[src/rtl/ps2_host_tx.sv]
// PS/2 host-to-device transmitter: inhibit, request-to-send, 11-bit device-clocked frame, ACK check, timeout.
// Latency: accept to start bit is C_inhibit_cycles cycles; each bit follows a device clock fall by sync+filter+1 cycles.
// Backpressure: tx_ready is high only in IDLE; tx_valid is ignored while busy; done pulses once per transaction.
module ps2_host_tx #(
    parameter int C_filter         = 4,
    parameter int C_inhibit_cycles = 2500,
    parameter int C_timeout_cycles = 375000
) (
    input  logic       clk,
    input  logic       rst_n,
    input  logic [7:0] tx_data,
    input  logic       tx_valid,
    output logic       tx_ready,
    output logic       done,
    output logic       error,
    output logic       busy,
    input  logic       ps2clk_in,
    output logic       ps2clk_oe,
    input  logic       ps2dat_in,
    output logic       ps2dat_oe
);

    localparam int FW = $clog2(C_filter + 1);
    localparam int IW = $clog2(C_inhibit_cycles + 1);
    localparam int TW = $clog2(C_timeout_cycles + 1);

    localparam logic [FW-1:0] FILT_LAST = FW'(C_filter - 1);
    localparam logic [IW-1:0] INH_LAST  = IW'(C_inhibit_cycles - 1);
    localparam logic [TW-1:0] TO_LAST   = TW'(C_timeout_cycles - 1);

    typedef enum logic [2:0] {
        S_IDLE,
        S_INHIBIT,
        S_RTS,
        S_SHIFT,
        S_ACK,
        S_WAIT_IDLE,
        S_DONE
    } state_t;

    state_t        state;
    state_t        state_nx;

    logic [1:0]    clk_sync;
    logic [1:0]    dat_sync;
    logic          clk_filt;
    logic [FW-1:0] filt_cnt;
    logic          fall;

    logic [IW-1:0] inh_cnt;
    logic [TW-1:0] to_cnt;
    logic [3:0]    bit_k;
    logic [9:0]    shreg;     // {stop, parity, D7..D0}, shifted out LSB first
    logic          drv_low;   // current frame bit is 0, so pull the data line low
    logic          err_q;

    logic          inh_last;
    logic          timing_active;
    logic          timeout_hit;

    // Two-flop synchronizers for both pads; idle bus level is high.
    always_ff @(posedge clk) begin
        if (!rst_n) begin
            clk_sync <= 2'b11;
            dat_sync <= 2'b11;
        end else begin
            clk_sync <= {clk_sync[0], ps2clk_in};
            dat_sync <= {dat_sync[0], ps2dat_in};
        end
    end

    // Clock deglitch: the filtered clock follows only after C_filter consecutive differing samples.
    always_ff @(posedge clk) begin
        if (!rst_n) begin
            clk_filt <= 1'b1;
            filt_cnt <= '0;
        end else if (clk_sync[1] != clk_filt) begin
            if (filt_cnt == FILT_LAST) begin
                clk_filt <= clk_sync[1];
                filt_cnt <= '0;
            end else begin
                filt_cnt <= filt_cnt + 1'b1;
            end
        end else begin
            filt_cnt <= '0;
        end
    end

    // Fall is flagged in the cycle whose edge moves the filtered clock from 1 to 0.
    assign fall = clk_filt & ~clk_sync[1] & (filt_cnt == FILT_LAST);

    assign inh_last      = (state == S_INHIBIT) && (inh_cnt == INH_LAST);
    assign timing_active = (state == S_RTS) || (state == S_SHIFT) ||
                           (state == S_ACK) || (state == S_WAIT_IDLE);
    assign timeout_hit   = timing_active && (to_cnt == TO_LAST);

    // State register.
    always_ff @(posedge clk) begin
        if (!rst_n) begin
            state <= S_IDLE;
        end else begin
            state <= state_nx;
        end
    end

    // Next-state logic; the transaction timeout overrides every bus-phase transition.
    always_comb begin
        state_nx = state;
        case (state)
            S_IDLE:      if (tx_valid) state_nx = S_INHIBIT;
            S_INHIBIT:   if (inh_last) state_nx = S_RTS;
            S_RTS:       state_nx = S_SHIFT;
            S_SHIFT:     if (fall && (bit_k == 4'd10)) state_nx = S_ACK;
            S_ACK:       if (fall) state_nx = S_WAIT_IDLE;
            S_WAIT_IDLE: if (clk_filt && dat_sync[1]) state_nx = S_DONE;
            S_DONE:      state_nx = S_IDLE;
            default:     state_nx = S_IDLE;
        endcase
        if (timeout_hit) begin
            state_nx = S_DONE;
        end
    end

    // Outputs decoded from state; the start bit appears in the last inhibit cycle so the
    // data line is already low before the clock is released.
    always_comb begin
        tx_ready  = (state == S_IDLE);
        busy      = (state != S_IDLE);
        done      = (state == S_DONE);
        error     = (state == S_DONE) && err_q;
        ps2clk_oe = (state == S_INHIBIT);
        ps2dat_oe = inh_last || (timing_active && drv_low);
    end

    // Inhibit-length counter, running only while the clock is held low.
    always_ff @(posedge clk) begin
        if (!rst_n) begin
            inh_cnt <= '0;
        end else if (state == S_INHIBIT) begin
            inh_cnt <= inh_cnt + 1'b1;
        end else begin
            inh_cnt <= '0;
        end
    end

    // Transaction timeout counter, measured from RTS entry.
    always_ff @(posedge clk) begin
        if (!rst_n) begin
            to_cnt <= '0;
        end else if (timing_active) begin
            to_cnt <= to_cnt + 1'b1;
        end else begin
            to_cnt <= '0;
        end
    end

    // Frame datapath: latch the byte on accept, shift one bit per device clock fall, capture ACK.
    always_ff @(posedge clk) begin
        if (!rst_n) begin
            shreg   <= '0;
            bit_k   <= '0;
            drv_low <= 1'b0;
            err_q   <= 1'b0;
        end else begin
            case (state)
                S_IDLE: begin
                    if (tx_valid) begin
                        shreg   <= {1'b1, ~^tx_data, tx_data};
                        bit_k   <= '0;
                        drv_low <= 1'b0;
                        err_q   <= 1'b0;
                    end
                end
                S_INHIBIT: begin
                    if (inh_last) begin
                        drv_low <= 1'b1;
                    end
                end
                S_RTS: begin
                    bit_k <= 4'd1;
                end
                S_SHIFT: begin
                    if (fall) begin
                        drv_low <= ~shreg[0];
                        shreg   <= {1'b0, shreg[9:1]};
                        bit_k   <= bit_k + 4'd1;
                    end
                end
                S_ACK: begin
                    if (fall) begin
                        err_q <= dat_sync[1];
                    end
                end
                default: begin
                end
            endcase
            if (timeout_hit) begin
                err_q   <= 1'b1;
                drv_low <= 1'b0;
            end
        end
    end

endmodule
[config.mk]
export PLATFORM = sky130hd
export DESIGN_NAME = ps2_host_tx
export DESIGN_NICKNAME = d
export VERILOG_FILES = /design/src/rtl/ps2_host_tx.sv
export SDC_FILE = /design/constraint.sdc
export NUM_CORES = 1
export LEC_CHECK = 0
export ABC_AREA = 0
export CELL_PAD_IN_SITES_DETAIL_PLACEMENT = 1
export CELL_PAD_IN_SITES_GLOBAL_PLACEMENT = 1
export CORE_ASPECT_RATIO = 1.5
export CORE_MARGIN = 2
export CORE_UTILIZATION = 45
export CTS_CLUSTER_DIAMETER = 200
export DETAILED_ROUTE_END_ITERATION = 6
export PLACE_DENSITY = 0.81
export SYNTH_ARGS = -nofsm -noshare
export SYNTH_HDL_FRONTEND = slang
export SYNTH_SLANG_ARGS = --single-unit
[constraint.sdc]
create_clock -name clk -period 2.28 [get_ports clk]
set_input_delay 0.456 -clock clk [delete_from_list [all_inputs] [get_ports clk]]
set_output_delay 0.456 -clock clk [all_outputs]
set_load 0.03 [all_outputs]
==> flow_metrics.env <==
export IMPL_ys_seq_area_share_pct=42.37
export IMPL_clk_path_buf_depth=2
export IMPL_first_pass_iters=4
export IMPL_finClkSkew_ns=0.009178
export IMPL_hold_viol=0
export IMPL_crit_chain="ha_2, nor4bb_4, nand4_1, a21oi_1, a21o_1, buf_4"
export IMPL_synth_top_area_share_pct=42.37
export IMPL_period_share_pct=95.64
export IMPL_io_pins=19
export IMPL_holdBufCountCts=0
export IMPL_outcome="finished, final reports clean"
export IMPL_final_area_mm2=0.003227
export IMPL_total_leakage_power_nw=1.281
export IMPL_p_sw_share_pct=31.63
export IMPL_p_seq_share_pct=40.3
export IMPL_cpLargestDelayFamily="simple AND/OR/NAND/NOR gates"
export IMPL_multi_input_area_mm2=0.001499
export IMPL_start_util_pct=47.02
export IMPL_area_growth_syn_to_layout_pct=17.76
export IMPL_synth_ff_type="dfxtp_1"
export IMPL_rows=34
export IMPL_r2r_worst_path_cells=7
export IMPL_hold_class="reg -> reg"
export IMPL_met1Wirelength_um=2539
export IMPL_nNetsFinal=354
export IMPL_ant_nets=0
export IMPL_yosysTopAreaCell="dfxtp_1"
export IMPL_r2r_start="filt_cnt[0]"
export IMPL_fin_crit_ns=2.181
export IMPL_worst_path_buf_inv=1
export IMPL_wl_met3_um=169
export IMPL_p_sw_w=0.0009245
export IMPL_ys_ff_latch=58
export IMPL_grt_use_total_pct=20.60
export IMPL_required_ns=1.82
export IMPL_cp_slowest_cell="dfxtp_2"
export IMPL_grt_max_degree=20
export IMPL_synth_nets=328
export IMPL_grt_pass1_vias=2344
export IMPL_hpwlAfterDp_um=4503
export IMPL_antenna_found_initial=0
export IMPL_diodes=0
export IMPL_avgSynthCellArea_um2=8.897
export IMPL_wl_per_cell_um=15.33
export IMPL_dpl_instance_area_mm2=0.002988
export IMPL_ys_types=48
export IMPL_irDropWorstVdd_mv=0.5183
export IMPL_post_route_util_pct=55.37
export IMPL_min_to="clk_sync[1]"
export IMPL_grt_pass1_wl_um=10450
export IMPL_timing_fmax_mhz=458.6
export IMPL_p_int_w=0.001999
export IMPL_post_route_drc_count=0
export IMPL_ys_top_cells_by_count="58 x dfxtp_1, 51 x nor2_1, 22 x xnor2_1, 15 x nand2_1"
export IMPL_grt_overflow=0
export IMPL_end_kind="output pin"
export IMPL_r2r_slack_ns=0.32
export IMPL_drive_gt1_share_pct=10.65
export IMPL_yosysWarnings=0
export IMPL_dieArea_mm2=0.006742
export IMPL_finalPower_w=0.002923
export IMPL_synth_most_common_cell="dfxtp_1"
export IMPL_async_flop_share_pct=0
export IMPL_syn_inst=308
export IMPL_vias_per_cell=5.427
export IMPL_slew_violations=0
export IMPL_setup_viol=0
export IMPL_power_frac_comb_pct=26.4
export IMPL_wl_met2_um=3458
export IMPL_tns_ns=0
export IMPL_wl_um=6284
export IMPL_portBuffers=18
export IMPL_slew_headroom_pct=51.85
export IMPL_netlist_area_mm2=0.002740
export IMPL_critPathMaxFanout=4
export IMPL_synthTopCellsByArea="dfxtp_1 42%, xnor2_1 7.0%, nor2_1 7.0%, mux2i_1 4.7%, ha_1 3.2%"
export IMPL_cellPowerDensity_mw_per_mm2=905.9
export IMPL_root_buffer="clkbuf_8"
export IMPL_r2r_end="shreg[5]"
export IMPL_cp_start_kind="flop"
export IMPL_register_area_mm2=0.001162
export IMPL_clk_pin_slew_ns=0.06
export IMPL_fill_cells=683
export IMPL_gp_congestion=0.8192
export IMPL_synth_edf_count=0
export IMPL_die_w_um=67.72
export IMPL_cts_tree="yes"
export IMPL_die_height_um=99.57
export IMPL_tightestPinTransition_ns=0.7221
export IMPL_core_mm2=0.005828
export IMPL_min_from="clk_sync[0]"
export IMPL_htree_levels=3
export IMPL_hold_depth=1
export IMPL_first_iter_violations=92
export IMPL_path_class="reg -> out"
export IMPL_cpPeakStageDelay_ns=0.36
export IMPL_arrival_ns=1.72
export IMPL_cap_violations=0
export IMPL_cts_inserted_buffers=9
export IMPL_insertion_delay_ns=0.33
export IMPL_vias=2225
export IMPL_cts_sinks=58
export IMPL_highest_layer="met4"
export IMPL_clkPwrFrac_pct=33.3
==> kinds of logic after synthesis <==
logic type / count (synthesis) / synth area share [%]
XOR/XNOR: 31 / 9.909
AND/OR/NAND/NOR: 137 / 26.03
AO/OA/AOI/OAI: 41 / 9.955
adder cells (fa/ha/maj): 7 / 3.196
multiplexers: 13 / 4.749
flip-flops: 58 / 42.37
buffers and inverters: 21 / 3.790
==> sequential cells by signal, indices dropped and copies added, names as in the netlist, 2 cells and up <==
register	flops
clk_sync	2
dat_sync	2
inh_cnt	12
shreg	10
bit_k	4
state	3
filt_cnt	3
to_cnt	19
==> timing repair <==
| action | CTS | global route |
|---|---|---|
| setup buffers | 0 | 1 |
| pin swaps | 1 | 2 |
| gates resized for setup | 5 | 4 |
| setup endpoints to repair | 3 | 3 |
==> worst max-delay path by stage <==
stage | to | depth (start not counted) | start
final | ps2dat_oe | 6 | inh_cnt[0]
after global routing | ps2dat_oe | 6 | inh_cnt[0]
after CTS | ps2dat_oe | 6 | inh_cnt[0]
after detailed placement | shreg[1] | 5 | tx_valid
after global placement | shreg[0] | 5 | tx_valid
after floorplan | error | 4 | state[1]
==> power groups by stage <==
stage               combinational, W  clock, W  sequential (W)
global placement            0.000771         0         0.00119
floorplan                   0.000580         0         0.00117
finish                      0.000771  0.000973         0.00118
global route                0.000865   0.00104         0.00119
detailed placement          0.000785         0         0.00120
CTS                         0.000781  0.000997         0.00118
==> cell usage in the layout, fill, tap and decap left out, drive strengths merged, types with 4 or more instances in the layout <==
| cell type | n |
|---|---|
| clkdlybuf4s50 | 12 |
| clkbuf | 13 |
| ha | 7 |
| nand3 | 13 |
| a211oi | 8 |
| xnor2 | 22 |
| nor2 | 51 |
| mux2i | 13 |
| inv | 11 |
| o21ai | 7 |
| and3 | 11 |
| buf | 9 |
| a21oi | 13 |
| or3 | 5 |
| nand2 | 15 |
| nand4 | 6 |
| nor3 | 4 |
| xor2 | 9 |
| dfxtp | 58 |
| nand2b | 9 |
==> per-layer routing <==
layer	up-vias	track usage (%)
met5	-	0
met4	0	8.791
met3	8	5.769
met2	31	37.18
met1	1070	21.40
li1	1116	-
==> layout make-up <==
type	instances	area share (%)
Multi-Input combinational cell	229	46.45
Tap cell	72	2.792
Timing Repair Buffer	25	7.135
Sequential cell	58	36.02
Clock inverter	2	1.086
Inverter	11	1.280
Clock buffer	13	5.235
==> through the flow <==
step | hold WS (ns) | setup slack (ns) | cells
3_3_place_gp | 0.3942 | 0.2583 | 394
4_1_cts | 0.4120 | 0.006111 | 409
3_5_place_dp | 0.3967 | 0.1883 | 394
6_report | 0.4082 | 0.09942 | 410
5_1_grt | 0.4277 | -0.005592 | 410
2_1_floorplan | 0.3863 | 0.2724 | 308
Note: power is estimated with default switching activity, not from simulation.
